<file path="config.mk">
export PLATFORM = sky130hd
export DESIGN_NAME = csr_access_ctrl
export DESIGN_NICKNAME = d
export VERILOG_FILES = /design/src/rtl/csr_access_ctrl.sv
export SDC_FILE = /design/constraint.sdc
export NUM_CORES = 1
export LEC_CHECK = 0
export BUFFER_PORTS_ARGS = -buffer_cell sky130_fd_sc_hd__buf_4
export CORE_AREA = 2 2 194 196
export DETAILED_ROUTE_END_ITERATION = 10
export DIE_AREA = 0 0 196 198
export PLACE_DENSITY_LB_ADDON = 0.2
export SLEW_MARGIN = 25
export SYNTH_ARGS = -nofsm -noshare
export SYNTH_HDL_FRONTEND = slang
export SYNTH_SLANG_ARGS = --single-unit
</file>
<file path="constraint.sdc">
create_clock -name clk -period 8.5 [get_ports clk]
set_input_delay 0.85 -clock clk [delete_from_list [all_inputs] [get_ports clk]]
set_output_delay 0.85 -clock clk [all_outputs]
set_load 0.005 [all_outputs]
</file>
<file path="src/rtl/csr_access_ctrl.sv">
// Writeback-side CSR initiator: accepts one request, strobes the CSR file for one cycle,
// then holds a response (old CSR value, flush, redirect target) until the consumer takes it.
module csr_access_ctrl #(
   parameter logic [13:0] CSR_CRMD  = 14'h0,
   parameter logic [13:0] CSR_ECFG  = 14'h4,
   parameter logic [5:0]  ECODE_INT = 6'h0
) (
   input  logic        clk,
   input  logic        rst,
   // Handshakes: a transfer happens on a rising edge where valid & ready are both 1;
   // the producer holds valid and payload stable until that edge.
   input  logic        req_valid,
   output logic        req_ready,
   input  logic [2:0]  req_op,
   input  logic [13:0] req_csr_num,
   input  logic [31:0] req_wdata,
   input  logic [31:0] req_mask,
   input  logic [31:0] req_pc,
   input  logic [31:0] req_vaddr,
   input  logic [5:0]  req_ecode,
   input  logic [8:0]  req_esubcode,
   output logic        resp_valid,
   input  logic        resp_ready,
   output logic [31:0] resp_rdata,
   output logic        resp_flush,
   output logic [31:0] resp_target,
   output logic        csr_re,
   output logic [13:0] csr_num,
   input  logic [31:0] csr_rvalue,
   output logic        csr_we,
   output logic [31:0] csr_wmask,
   output logic [31:0] csr_wvalue,
   output logic        wb_ex,
   output logic [5:0]  wb_ecode,
   output logic [8:0]  wb_esubcode,
   output logic [31:0] wb_pc,
   output logic [31:0] wb_vaddr,
   output logic        ertn_flush,
   input  logic [31:0] ex_entry,
   input  logic [31:0] ertn_entry,
   input  logic        has_int,
   output logic [1:0]  dbg_state
);

   localparam logic [2:0] OP_NOP   = 3'd0;
   localparam logic [2:0] OP_CSRRD = 3'd1;
   localparam logic [2:0] OP_CSRWR = 3'd2;
   localparam logic [2:0] OP_XCHG  = 3'd3;
   localparam logic [2:0] OP_ERTN  = 3'd4;
   localparam logic [2:0] OP_EXC   = 3'd5;

   typedef enum logic [1:0] {IDLE = 2'd0, EXEC = 2'd1, RESP = 2'd2} state_t;

   state_t      state;
   logic [2:0]  op_q;
   logic [31:0] pc_q;

   logic        op_real;
   logic        int_conv;
   logic [2:0]  eff_op;

   // Ops 6/7 collapse to NOP; a pending interrupt turns any real op into an exception.
   always_comb begin
      op_real  = (req_op >= OP_CSRRD) && (req_op <= OP_EXC);
      int_conv = has_int && op_real;
      eff_op   = OP_NOP;
      if (int_conv)     eff_op = OP_EXC;
      else if (op_real) eff_op = req_op;
   end

   assign dbg_state = state;

   always_ff @(posedge clk or posedge rst) begin
      if (rst) begin
         state       <= IDLE;
         op_q        <= OP_NOP;
         pc_q        <= '0;
         req_ready   <= 1'b1;
         resp_valid  <= 1'b0;
         resp_rdata  <= '0;
         resp_flush  <= 1'b0;
         resp_target <= '0;
         csr_re      <= 1'b0;
         csr_num     <= '0;
         csr_we      <= 1'b0;
         csr_wmask   <= '0;
         csr_wvalue  <= '0;
         wb_ex       <= 1'b0;
         wb_ecode    <= '0;
         wb_esubcode <= '0;
         wb_pc       <= '0;
         wb_vaddr    <= '0;
         ertn_flush  <= 1'b0;
      end else begin
         case (state)
            IDLE: begin
               if (req_valid) begin
                  state     <= EXEC;
                  req_ready <= 1'b0;
                  op_q      <= eff_op;
                  pc_q      <= req_pc;
                  csr_num   <= req_csr_num;
                  // Strobes are set here so they are high for exactly the EXEC cycle.
                  case (eff_op)
                     OP_CSRRD: csr_re <= 1'b1;
                     OP_CSRWR: begin
                        csr_re     <= 1'b1;
                        csr_we     <= 1'b1;
                        csr_wmask  <= 32'hFFFF_FFFF;
                        csr_wvalue <= req_wdata;
                     end
                     OP_XCHG: begin
                        csr_re     <= 1'b1;
                        csr_we     <= 1'b1;
                        csr_wmask  <= req_mask;
                        csr_wvalue <= req_wdata;
                     end
                     OP_ERTN: ertn_flush <= 1'b1;
                     OP_EXC: begin
                        wb_ex       <= 1'b1;
                        wb_pc       <= req_pc;
                        wb_ecode    <= int_conv ? ECODE_INT : req_ecode;
                        wb_esubcode <= int_conv ? 9'd0 : req_esubcode;
                        wb_vaddr    <= int_conv ? 32'd0 : req_vaddr;
                     end
                     default: ;
                  endcase
               end
            end
            EXEC: begin
               state       <= RESP;
               resp_valid  <= 1'b1;
               csr_re      <= 1'b0;
               csr_we      <= 1'b0;
               csr_num     <= '0;
               csr_wmask   <= '0;
               csr_wvalue  <= '0;
               wb_ex       <= 1'b0;
               wb_ecode    <= '0;
               wb_esubcode <= '0;
               wb_pc       <= '0;
               wb_vaddr    <= '0;
               ertn_flush  <= 1'b0;
               resp_rdata  <= '0;
               resp_flush  <= 1'b0;
               resp_target <= '0;
               case (op_q)
                  OP_CSRRD: resp_rdata <= csr_rvalue;
                  OP_CSRWR, OP_XCHG: begin
                     // csr_rvalue is the pre-write value during the strobe cycle.
                     resp_rdata <= csr_rvalue;
                     if (csr_num == CSR_CRMD || csr_num == CSR_ECFG) begin
                        resp_flush  <= 1'b1;
                        resp_target <= pc_q + 32'd4;
                     end
                  end
                  OP_ERTN: begin
                     resp_flush  <= 1'b1;
                     resp_target <= ertn_entry;
                  end
                  OP_EXC: begin
                     resp_flush  <= 1'b1;
                     resp_target <= ex_entry;
                  end
                  default: ;
               endcase
            end
            RESP: begin
               if (resp_ready) begin
                  state       <= IDLE;
                  req_ready   <= 1'b1;
                  resp_valid  <= 1'b0;
                  resp_rdata  <= '0;
                  resp_flush  <= 1'b0;
                  resp_target <= '0;
               end
            end
            default: state <= IDLE;
         endcase
      end
   end

endmodule

</file>
# == Yosys cells after proc, flatten, opt, wreduce, memory -nomap -nowiden ==
# Index checks and enable logic that the tools add are counted.
# classes
addsub,1
n_lt_le_gt_ge,2
eq_ne,20
mux,54
reduce_logical,23
# ops
cell,count
$pmux 32 s2,7
$mux 32,11
$pmux 32 s3,1
$add 32x3->32 const B,1
$pmux 14 s2,1
$mux 9,3
$mux 6,3
$pmux 9 s2,1
$reduce_and 3->1,6
$pmux 1 s2,8
$eq 14x3->1 const B,1
$logic_not 14->1,1
$mux 14,1
$eq 3x2->1 const B,4
$eq 3x3->1 const B,4
$mux 1,12
$pmux 6 s2,1
$ne 2x2->1 const B,4
$reduce_and 2->1,4
$eq 3x1->1 const B,2
$mux 3,2
$pmux 2 s3,1
$reduce_bool 2->1,3
$reduce_or 2->1,3
11 further kinds,15
# totals
register_bits,265
in_bits,261
output_inout_bits,230
elab_cells,119

# == Depth between registers and ports, before layout ==
# Gate-level depths: netlist of the first run.
# logic_depth
word_depth,9
mapped_depth,10

# == Worst setup path before layout of the first run ==
# No wires, ideal clock.
# synth_timing
path_type,input -> register
startpoint,input req_op[1]
endpoint,register wb_vaddr[0]
setup_ns,0.065
arrival_ns,2.004
setup_slack_ns,6.431
stages,7
path_buffers,2
path_cell_list,o21a_1 -> o221ai_1 -> nor2_1 -> nor2_2 -> buf_2 -> buf_2 -> a22o_1
# synth_via
elab_chain_len,7
elab_cells_between_ends,13
# synth_rtl
element,line,rtl
start: declaration,14,"input logic [2:0] req_op,"
$ge 3x1->1 or $le 3x3->1 (tied branches),64,op_real = (req_op >= OP_CSRRD) && (req_op <= OP_EXC);
$logic_and 1x1->1,64,
$mux 3 or $logic_and 1x1->1 (tied branches),"68, 65",
$mux 3 or $mux 32 (tied branches),"67, 124",
$eq 3x3->1 or $mux 32 (tied branches),104,case (eff_op)
$ne 2x1->1 (no line) or $mux 32 (tied branches),n/a,
$reduce_and 3->1 (no line) or $pmux 32 s2 (tied branches),n/a,
end signal: assignment,124,wb_vaddr <= int_conv ? 32'd0 : req_vaddr;
end: declaration,37,"output logic [31:0] wb_vaddr,"
# Parallel ways exist; a longest one is shown, timed or not. The select of a mux whose other input is x is not followed.
# A chain may end at the register's enable or synchronous reset.

# == Final worst setup path of the first run ==
# layout_timing
startpoint,"register state[1], in the netlist dbg_state[1]"
endpoint,register wb_vaddr[8]
# layout_via
elab_chain_len,3
elab_cells_between_ends,7
# layout_rtl
element,line,rtl
start: declaration,54,state_t state;
start signal: assignment,75,state <= IDLE;
start signal: assignment,98,state <= EXEC;
start signal: assignment,131,state <= RESP;
$logic_not 2->1 or $eq 2x1->1 (tied branches),95,case (state)
"$ne 2x1->1 (no line), or another cell as far along",n/a,
$reduce_and 3->1 (no line),n/a,
# Parallel ways exist; a longest one is shown, timed or not.

==> results.tsv, run 1 <==
stage	metric	value	unit
status	status	completed	
sta	Layout Skew	0.00810	ns
drt	DR DRC count	0	
logic_synthesis	synth top area cells	dfrtp_1, a22o_1, nand2_1	
setup_path	largest delay contributor family on the critical path	simple AND/OR/NAND/NOR gates	
floorplanning	row cnt	71	
placed_design	number of placed cells counting well taps	1831	
logic_synthesis	post-synthesis sequential area ratio	60.9	%
pwr	VDD IR max	0.163	mV
setup_path	critical path's largest stage delay	0.89	ns
sta	measured slew at the worst slew-check pin	0.925	ns
grt	first-pass GRT wire length	56300	um
logic_synthesis	Post-synth EDFFs	0	
clock_tree	setup bufs post-CTS	0	
clock_tree	H-tree depth	1	
drt	drt wl/cell	20.0	um
logic_synthesis	distinct cell type count after synthesis	45	
floorplanning	top-level I/O count	491	
grt	vias in the first global route	9222	
pwr	power per cell area	309	mW/mm^2
setup_path	crit path cell chain	nand2b_4, or2_2, inv_2, buf_4, and3_2, a22o_1	
finish	Filler Cell Count	3540	
sta	f_max	317	MHz
clock_tree	post_cts resized	0	
sta	Max transition margin	38.4	%
logic_synthesis	Synth Warn #	0	
floorplanning	height of the chip	198	um
drt	Vias	9110	
clock_tree	Clock Path Buffers	3	
placed_design	GPL Wtd Cong	0.772	
finish	proportion of layout cells with a drive suffix above 1	40.8	%
finish	NumNets Final	1653	
clock_tree	Num CTS Buffers	30	
pwr	Leak	8.15	nW
sta	max-slew violation count	0	
setup_path	Critical Path RT	8.99	ns
logic_synthesis	Mapped Area	0.0109	mm^2
sta	Final period util	37.1	%
finish	register area	0.00664	mm^2
setup_path	Worst Setup End Kind	flip-flop	
drt	ANT nets after route	0	
job	maxcap violations	0	
setup_path	crit path buf inv count	2	
setup_path	FF-to-FF End	wb_vaddr[8]$_DFFE_PP0P_	
floorplanning	core area	0.0370	mm^2
logic_synthesis	post-synthesis register bit count	265	
setup_path	Slowest-stage cell, CP	and3_2	
finish	Area Overhead vs Synth	46.6	%
setup_path	crit path DAT	3.65	ns
grt	largest net degree at the start of global routing	137	
logic_synthesis	Post-synth top flop	dfrtp_1	
setup_path	kind of critical path	reg -> reg	
floorplanning	starting density of the core	29.5	%
setup_path	Worst setup SP type	flip-flop	
sta	post-layout min period	3.16	ns
clock_tree	CTS Root Cell	clkbuf_16	
logic_synthesis	Mean Syn Cell Area	11.8	um^2
grt	gr usage total	18.7	%
setup_path	Worst Setup SP	dbg_state[1]$_DFFE_PP0P_	
grt	initial antenna violation count	1	
drt	Starting DRT DRC Count	393	
logic_synthesis	Synth top area share	60.6	%
setup_path	Max FO, Critical Path	55	
placed_design	I/O Buffers	490	
clock_tree	Clock Pin Slew Worst Setup and Hold Paths	0.06	ns
setup_path	reg2reg path depth	6	
sta	final setup fails	0	
sta	RSZ-0062 raised after global routing	no	
floorplanning	die width	196	um
setup_path	r2r setup slk	5.34	ns
clock_tree	clock latency on the worst-skew pair	0.56	ns
sta	Setup Total Neg Slack	0	ns
logic_synthesis	cell count after synthesis	922	
drt	routed vias/inst	4.83	
logic_synthesis	cell taking the most area after synthesis	dfrtp_1	
grt	total grt overflow	0	
finish	post-layout util	43.2	%
sta	Fin. Hold Viols	0	
worst_hold_path	hold crit path type	in -> async	
clock_tree	clock sink total	265	
clock_tree	cts hold-fix bufs	0	
floorplanning	die area	0.0388	mm^2
logic_synthesis	Syn Nets	1186	
setup_path	Critical R2R Launch	dbg_state[1]$_DFFE_PP0P_	
placed_design	Final HPWL DP	27100	um
finish	post-route insts no fill	1888	
drt	DR pass1 iterations	5	
finish	multi-input logic area	0.00393	mm^2
drt	DRT Wirelength	37700	um
clock_tree	CTS tree	built	
logic_synthesis	Async SR Flop Fraction	100	%
[worst register-to-register path, stage by stage, from the launching register on]
cell	delay, ns
dfrtp_1	0.50
nand2b_4	0.21
or2_2	0.53
inv_2	0.16
buf_4	0.50
and3_2	0.89
a22o_1	0.29
[report_power, final]
part,internal [mW],switching (mW)
logic,0.834,0.780
registers,1.66,0.354
clock network,0.773,0.529
[cells by family after synthesis]
group / count (synthesis) / synth area share [%]
adder cells (fa/ha/maj): 3 / 0.345
multiplexers: 32 / 2.94
XOR/XNOR: 28 / 2.25
flip-flops: 265 / 60.9
AND/OR/NAND/NOR: 264 / 11.5
AO/OA/AOI/OAI: 255 / 18.8
buffers and inverters: 75 / 3.33
[metrics by stage]
step / area, um^2 / hold WS, ns / power, mW / worst slack [ns]
after floorplan: 10900 / 0.446 / 2.73 / 0.355
after global placement: 14900 / 0.465 / 3.65 / 4.89
after detailed placement: 15000 / 0.466 / 3.68 / 4.96
after CTS: 16000 / 0.451 / 5.02 / 5.29
after global routing: 16000 / 0.438 / 5.25 / 5.07
final: 16000 / 0.390 / 4.93 / 5.34
[flip-flops by register name (all words and copies together), names as in the netlist]
register / count
csr_num: 14
resp_target: 32
ertn_flush: 1
resp_flush: 1
wb_pc: 32
wb_esubcode: 9
resp_valid: 1
csr_wmask: 32
wb_ecode: 6
req_ready: 1
csr_re: 1
wb_ex: 1
pc_q: 32
dbg_state: 2
csr_we: 1
resp_rdata: 32
csr_wvalue: 32
op_q: 3
wb_vaddr: 32
[cells in the final DEF, fill, tap and decap left out, drive strengths merged]
master	count
nor3	4
and3	6
clkbuf	46
nand4	9
ha	3
o211ai	1
nor4b	1
a31oi	3
bufinv	1
clkinvlp	2
or2	2
diode	1
dfstp	1
nand3	15
o21bai	1
a21oi	5
a2bb2oi	2
and4	1
o221ai	24
nor2b	34
clkinv	8
nand2	164
nor2	18
xor2	15
inv	10
o21a	2
and2b	1
a22o	164
buf	499
nor4	5
xnor2	13
dfrtp	264
o21ai	49
nor3b	1
o22ai	4
mux2i	32
nand2b	3
[cells in the mapped netlist, types with 4 or more instances]
| library cell | instances |
|---|---|
| a21oi_1 | 5 |
| a22o_1 | 164 |
| and3_1 | 6 |
| buf_2 | 14 |
| buf_4 | 5 |
| buf_6 | 6 |
| clkbuf_1 | 36 |
| dfrtp_1 | 264 |
| inv_1 | 10 |
| mux2i_1 | 32 |
| nand2_1 | 164 |
| nand3_1 | 14 |
| nand4_1 | 7 |
| nor2_1 | 16 |
| nor2b_1 | 34 |
| nor3_1 | 4 |
| o21ai_0 | 49 |
| o221ai_1 | 18 |
| o221ai_2 | 6 |
| o22ai_1 | 4 |
| xnor2_1 | 13 |
| xor2_1 | 15 |
[metal layers]
| layer | global-route usage (%) | part of all wire [%] | routed length (um) |
|---|---|---|---|
| met2 | 30.8 | 47 | 17900 |
| met5 | 0 | 0 | 0 |
| met3 | 4.36 | 6.8 | 2580 |
| met1 | 24.9 | 44 | 16500 |
| met4 | 4.99 | 2.1 | 803 |
[cell type report]
| class | instances | share of cell area (%) |
|---|---|---|
| flip-flops and latches | 265 | 41.6 |
| well taps | 474 | 3.71 |
| repair buffers | 499 | 23.5 |
| inverters | 11 | 0.337 |
| multi-input cells | 582 | 24.6 |
| diodes | 1 | 0.0157 |
| clock inverters | 10 | 0.502 |
| clock buffers | 46 | 5.78 |
[worst max-delay path by stage]
stage	slack, ns	cells past startpoint	end
finish	5.34	6	wb_vaddr[8]$_DFFE_PP0P_
global route	5.07	6	wb_vaddr[9]$_DFFE_PP0P_
CTS	5.29	6	wb_vaddr[16]$_DFFE_PP0P_
detailed placement	4.96	7	wb_vaddr[16]$_DFFE_PP0P_
global placement	4.89	7	wb_ecode[2]$_DFFE_PP0P_
floorplan	0.35	1	csr_num[0]$_DFFE_PP0P_
Power figures use the tool's default switching activity.
==> run 2, diff against run 1 <==
==> constraint.sdc (replaced) <==
create_clock -name clk -period 2.75 [get_ports clk]
set_input_delay 0.275 -clock clk [delete_from_list [all_inputs] [get_ports clk]]
set_output_delay 0.275 -clock clk [all_outputs]
set_load 0.005 [all_outputs]
==> results.tsv, run 2 (synthesized netlist as in run 1, its figures left out) <==
stage	metric	value	unit
status	status	completed	
pwr	share of total power in the clock network	26.7	%
drt	DR pass1 iterations	4	
pwr	power per cell area	872	mW/mm^2
sta	post-layout min period	2.12	ns
pwr	sw frac	32.6	%
floorplanning	die width	196	um
grt	total grt overflow	0	
placed_design	GPL Wtd Cong	0.793	
pwr	internal power	10.6	mW
pwr	VDD IR max	0.593	mV
clock_tree	clock latency on the worst-skew pair	0.56	ns
sta	Final period util	76.9	%
drt	DRT Wirelength	38800	um
sta	max-slew violation count	0	
clock_tree	Num CTS Buffers	30	
grt	largest net degree at the start of global routing	104	
sta	Setup Total Neg Slack	0	ns
sta	RSZ-0062 raised after global routing	no	
drt	routed vias/inst	4.71	
setup_path	termination of the worst setup path	wb_vaddr[3]$_DFFE_PP0P_	
drt	Starting DRT DRC Count	411	
pwr	Design Power	15.7	mW
floorplanning	top-level I/O count	491	
drt	drt wl/cell	18.7	um
clock_tree	H-tree depth	1	
setup_path	Worst Setup SP	dbg_state[1]$_DFFE_PP0P_	
setup_path	Critical Path RT	3.23	ns
grt	vias in the first global route	9823	
clock_tree	CTS Root Cell	clkbuf_16	
grt	gr usage total	19.2	%
placed_design	I/O Buffers	490	
clock_tree	setup bufs post-CTS	0	
setup_path	crit path cell chain	nand2b_4, or2_1, inv_2, and3_2, buf_4, a22o_1	
floorplanning	starting density of the core	29.5	%
clock_tree	Clock Path Buffers	3	
job	maxcap violations	0	
finish	post-route insts no fill	2081	
setup_path	r2r setup slk	0.63	ns
finish	Area Overhead vs Synth	65.1	%
floorplanning	height of the chip	198	um
setup_path	Critical R2R Launch	dbg_state[1]$_DFFE_PP0P_	
setup_path	critical path's largest stage delay	0.42	ns
sta	Layout Skew	0.0150	ns
grt	initial antenna violation count	0	
pwr	net load switching power	5.11	mW
floorplanning	die area	0.0388	mm^2
sta	f_max	473	MHz
floorplanning	row cnt	71	
clock_tree	CTS tree	built	
setup_path	crit path DAT	2.60	ns
sta	measured slew at the worst slew-check pin	0.750	ns
finish	proportion of layout cells with a drive suffix above 1	36.2	%
pwr	Leak	9.02	nW
setup_path	FF-to-FF End	wb_vaddr[3]$_DFFE_PP0P_	
sta	final setup fails	0	
placed_design	Final HPWL DP	27100	um
setup_path	Worst setup SP type	flip-flop	
pwr	sequential share of power	39.2	%
clock_tree	Clock Pin Slew Worst Setup and Hold Paths	0.06	ns
drt	ANT nets after route	0	
placed_design	number of placed cells counting well taps	1845	
sta	Max transition margin	50.0	%
clock_tree	clock sink total	265	
setup_path	reg2reg path depth	6	
finish	# diodes	0	
sta	worst hold margin	0.0224	ns
drt	DR DRC count	0	
pwr	Logic pwr share	34.1	%
sta	Fin. Hold Viols	0	
grt	first-pass GRT wire length	58400	um
finish	most frequent cells in the layout	buf_4, dfrtp_1, dlygate4sd3_1	
setup_path	Worst Setup End Kind	flip-flop	
finish	NumNets Final	1852	
worst_hold_path	hold crit path type	in -> reg	
floorplanning	core area	0.0370	mm^2
setup_path	Slowest-stage cell, CP	buf_4	
setup_path	kind of critical path	reg -> reg	
finish	commonest non-fill, non-tap cell in the layout	buf_4	
drt	Vias	9801	
setup_path	Max FO, Critical Path	47	
finish	Filler Cell Count	3328	
==> run 2: cell types whose count changed in the layout (fill, tap and decap cells not counted), sizes merged <==
cell and change:
clkbuf -2, buf +14, clkinvlp -1, dlygate4sd3 +185, diode -1, bufinv +3
clkinv -5
==> run 2: power groups by stage <==
stage / sequential [mW] / combinational [mW] / clock (mW)
global placement: 6.16 / 5.17 / 0
floorplan: 6.04 / 2.42 / 0
CTS: 6.15 / 5.44 / 4.30
global route: 6.32 / 5.86 / 4.45
finish: 6.15 / 5.35 / 4.18
detailed placement: 6.19 / 5.21 / 0
==> run 2: cell type report <==
cell class                      count  area (um^2)  share of cell area [%]
Clock inverter                      7          135                   0.751
Inverter                           11         45.0                   0.250
Multi-Input combinational cell    582         3920                    21.8
Tap cell                          474          593                    3.30
Clock buffer                       44          895                    4.97
Timing Repair Buffer              698         5770                    32.1
Sequential cell                   265         6630                    36.9
==> run 2: worst min path at each step <==
stage	depth (start not counted)	start	slack, ns	endpoint
2_1_floorplan	2	req_pc[0]	0.38	pc_q[0]$_DFFE_PP0P_
3_3_place_gp	2	rst	0.29	csr_wvalue[21]$_DFFE_PP0P_
3_5_place_dp	2	rst	0.29	csr_wvalue[21]$_DFFE_PP0P_
4_1_cts	3	req_mask[14]	0.003	csr_wmask[14]$_DFFE_PP0P_
5_1_grt	3	req_mask[14]	0.009	csr_wmask[14]$_DFFE_PP0P_
6_report	3	req_mask[3]	0.02	csr_wmask[3]$_DFFE_PP0P_
==> run 2: critical path: cells and delay by family (launching register included) <==
family	cells	cell delay, ns
DFF	1	0.39
and+or+nand+nor	3	0.65
AOI/OAI and AO/OA	1	0.24
buffers and inverters	2	0.72
==> run 2: stage by stage <==
stage | util, % | instance area, um^2 | setup slack, ns
floorplan | - | 10900 | -1.02
global placement | 40.9 | 15100 | 0.668
global route | 48.7 | 18000 | 0.479
finish | 48.7 | 18000 | 0.634
detailed placement | 40.9 | 15100 | 0.637
CTS | 48.7 | 18000 | 0.609
==> run 2: per-layer routing <==
layer  global-route usage, %  vias up  wire [um]
met5                       0        -          0
met4                    6.03        0       1060
met3                    3.24       60       2120
li1                        -     4660          -
met2                    31.5      327      18500
met1                    26.1     4754      17100
==> run 2: what timing repair did <==
action | 4_1_cts | 5_1_grt
endpoints found under the setup margin | 0 | 0
gates resized for setup | 0 | 0
endpoints found under the hold margin | 223 | 0
hold buffers | 185 | 0
==> run 3, diff against run 2 <==
--- a/config.mk
+++ b/config.mk
@@ -5,10 +5,11 @@
 export SDC_FILE = /design/constraint.sdc
 export NUM_CORES = 1
 export LEC_CHECK = 0
+export ABC_AREA = 1
 export BUFFER_PORTS_ARGS = -buffer_cell sky130_fd_sc_hd__buf_4
-export CORE_AREA = 2 2 194 196
+export CORE_AREA = 2 2 190 192
 export DETAILED_ROUTE_END_ITERATION = 10
-export DIE_AREA = 0 0 196 198
+export DIE_AREA = 0 0 192 194
 export PLACE_DENSITY_LB_ADDON = 0.2
 export SLEW_MARGIN = 25
 export SYNTH_ARGS = -nofsm -noshare
==> constraint.sdc (replaced) <==
create_clock -name clk -period 1.75 [get_ports clk]
set_input_delay 0.175 -clock clk [delete_from_list [all_inputs] [get_ports clk]]
set_output_delay 0.175 -clock clk [all_outputs]
set_load 0.005 [all_outputs]
==> results.tsv, run 3 <==
stage	metric	value	unit
status	status	finished with violations	
status	failing checks	negative setup slack	
clock_tree	Clock Pin Slew Worst Setup and Hold Paths	0.06	ns
logic_synthesis	post-synthesis sequential area ratio	55.0	%
pwr	VDD IR max	0.791	mV
logic_synthesis	Synth Area in Compound Gates	15.3	%
setup_path	r2r setup slk	-0.01	ns
sta	Max transition margin	61.6	%
drt	Starting DRT DRC Count	656	
sta	post-layout min period	1.76	ns
sta	final setup margin	-0.0124	ns
floorplanning	core area	0.0352	mm^2
clock_tree	Clock Path Buffers	3	
floorplanning	die area	0.0372	mm^2
floorplanning	starting density of the core	34.2	%
clock_tree	clock latency on the worst-skew pair	0.55	ns
logic_synthesis	mux contribution to synthesized area	0	%
setup_path	kind of critical path	reg -> reg	
sta	Layout Skew	0.00723	ns
drt	Vias	12800	
logic_synthesis	Synth Warn #	0	
finish	proportion of layout cells with a drive suffix above 1	32.7	%
finish	post-layout util	58.0	%
drt	DR pass1 iterations	7	
setup_path	Max FO, Critical Path	79	
logic_synthesis	Synth top cells by count	nand2_1, dfrtp_1, o21ai_0, inv_1, nand3_1	
grt	gr usage total	24.8	%
setup_path	crit path buf inv count	3	
logic_synthesis	Async SR Flop Fraction	100	%
grt	initial antenna violation count	2	
finish	commonest non-fill, non-tap cell in the layout	buf_4	
logic_synthesis	Mean Syn Cell Area	8.58	um^2
placed_design	Final HPWL DP	33800	um
placed_design	number of placed cells counting well taps	2354	
setup_path	Critical Path RT	2.22	ns
clock_tree	H-tree depth	1	
setup_path	critical path's largest stage delay	0.42	ns
setup_path	Worst setup SP type	flip-flop	
finish	most frequent cells in the layout	buf_4, nand2_1, dfrtp_1	
setup_path	Worst Setup End Kind	flip-flop	
logic_synthesis	distinct cell type count after synthesis	35	
logic_synthesis	post-synthesis register bit count	265	
clock_tree	clock sink total	265	
finish	Filler Cell Count	3120	
logic_synthesis	Post-synth top flop	dfrtp_1	
drt	routed vias/inst	4.86	
finish	register area	0.00664	mm^2
drt	DR DRC count	0	
finish	Area Overhead vs Synth	69.6	%
setup_path	FF-to-FF End	wb_esubcode[0]$_DFFE_PP0P_	
setup_path	Crit path depth	8	
sta	measured slew at the worst slew-check pin	0.576	ns
logic_synthesis	Syn Nets	1669	
logic_synthesis	Synth Area in Simple Gates	19.8	%
setup_path	crit path DAT	2.23	ns
clock_tree	Num CTS Buffers	30	
drt	DRT Wirelength	48900	um
logic_synthesis	Synth Area in XOR/XNOR	0.509	%
grt	vias in the first global route	13000	
job	maxcap violations	0	
grt	first-pass GRT wire length	72300	um
logic_synthesis	combinational family with the most area after synthesis	simple AND/OR/NAND/NOR gates	
floorplanning	row cnt	69	
sta	Fin. Hold Viols	0	
sta	RSZ-0062 raised after global routing	yes	
finish	post-route insts no fill	2634	
grt	total grt overflow	0	
setup_path	reg2reg path depth	8	
floorplanning	top-level I/O count	491	
drt	ANT nets after route	0	
setup_path	Worst Setup SP	dbg_state[1]$_DFFE_PP0P_	
logic_synthesis	most common cell in the netlist	nand2_1	
finish	NumNets Final	2415	
placed_design	GPL Wtd Cong	0.901	
logic_synthesis	Synth top area share	54.8	%
drt	drt wl/cell	18.6	um
logic_synthesis	cell taking the most area after synthesis	dfrtp_1	
sta	Setup Total Neg Slack	-0.0185	ns
sta	max-slew violation count	0	
logic_synthesis	Synth Area in Adders	0.311	%
setup_path	Critical R2R Launch	dbg_state[1]$_DFFE_PP0P_	
logic_synthesis	synth top area cells	dfrtp_1, nand2_1, o21ai_0	
logic_synthesis	Post-synth EDFFs	0	
grt	largest net degree at the start of global routing	87	
pwr	Leak	10.2	nW
placed_design	pre-CTS setup slack	-0.167	ns
floorplanning	height of the chip	194	um
logic_synthesis	cell count after synthesis	1405	
worst_hold_path	hold crit path type	in -> reg	
logic_synthesis	Mapped Area	0.0121	mm^2
finish	multi-input logic area	0.00456	mm^2
clock_tree	CTS Root Cell	clkbuf_16	
sta	f_max	567	MHz
sta	Final period util	101	%
floorplanning	die width	192	um
setup_path	termination of the worst setup path	wb_esubcode[0]$_DFFE_PP0P_	
setup_path	Slowest-stage cell, CP	dfrtp_1	
sta	final setup fails	2	
placed_design	I/O Buffers	490	
setup_path	largest delay contributor family on the critical path	buffers and inverters	
setup_path	crit path cell chain	buf_6, nor2_8, nor2_8, nor3_4, buf_12, nand3_4, buf_12, o21ai_0	
pwr	power per cell area	1390	mW/mm^2
clock_tree	CTS tree	built	
## run 3: changes by cell type in the layout (fill, tap and decap cells not counted), moves of 18 or more
cell           before  now
nand2_1           164  305
nand3_1            14  142
nor2_1             14   53
mux2i_1            32    0
o21ai_1             0   23
a22o_1            164   12
a32o_1              0   35
dlygate4sd3_1     185  208
nor2b_1            34    0
inv_1               9  169
o21ai_0            49  211
o221ai_1           18    0
buf_4             508  555
## run 3: cell families (layout without fill, tap and decap cells)
logic type / after synthesis / in the layout
other cells: 0 / 2
xor+xnor: 7 / 7
simple gates: 555 / 556
compound gates: 311 / 311
buf+inv: 264 / 1029
flops: 265 / 265
fa+ha+maj: 3 / 3
## run 3: metrics by stage
stage          hold slack, ns  instance area (um^2)  power [mW]
2_1_floorplan           0.282                 12100        14.5
3_3_place_gp            0.142                 16800        20.8
3_5_place_dp            0.144                 16800        20.9
4_1_cts              0.000306                 19900        28.0
5_1_grt                0.0470                 20400        30.1
6_report               0.0222                 20400        28.3
## run 3: how the worst min path moves through the flow
stage | from | to | slack [ns] | cells after the start
6_report | ex_entry[14] | resp_target[14]$_DFFE_PP0P_ | 0.02 | 5
5_1_grt | ex_entry[14] | resp_target[14]$_DFFE_PP0P_ | 0.05 | 5
4_1_cts | ex_entry[12] | resp_target[12]$_DFFE_PP0P_ | 0.0003 | 5
3_5_place_dp | rst | csr_wmask[29]$_DFFE_PP0P_ | 0.14 | 2
3_3_place_gp | rst | csr_wmask[17]$_DFFE_PP0P_ | 0.14 | 2
2_1_floorplan | resp_ready | dbg_state[1]$_DFFE_PP0P_ | 0.28 | 1
## run 3: report_power, final
| group | total (mW) | internal [mW] | switching, mW |
|---|---|---|---|
| logic | 11.5 | 5.71 | 5.83 |
| clock network | 6.57 | 3.97 | 2.60 |
| registers | 10.2 | 8.40 | 1.83 |
## run 3: final cells by class
| class | instances | area share, % |
|---|---|---|
| timing repair buffer | 798 | 34.0 |
| sequential | 265 | 32.5 |
| multi-input combinational | 877 | 22.3 |
| clock buffer | 41 | 4.18 |
| inverter | 179 | 3.37 |
| tap | 461 | 2.82 |
| clock inverter | 11 | 0.814 |
| antenna | 2 | 0.0245 |
## run 3: repair_timing
action | in CTS | in global routing
pin swaps | 3 | 15
setup buffers | 0 | 3
endpoints found under the hold margin | 364 | 0
resized for setup | 10 | 77
cloned | 0 | 15
hold buffers | 208 | 0
setup endpoints to repair | 28 | 105
## run 3: per-layer routing
| metal | share of wire, % | GRT usage, % | vias to the layer above | wire length (um) |
|---|---|---|---|---|
| met5 | 0 | 0 | - | 0 |
| met2 | 52 | 46.0 | 464 | 25500 |
| li1 | - | - | 6090 | - |
| met4 | 3.3 | 7.94 | 0 | 1590 |
| met3 | 6.3 | 5.10 | 101 | 3070 |
| met1 | 38 | 28.0 | 6139 | 18700 |
## run 3: tightest hold or removal path: cells and delay by family
| family | cells | cell delay, ns |
|---|---|---|
| and+or+nand+nor | 4 | 0.28 |
| buffers and inverters | 1 | 0.08 |
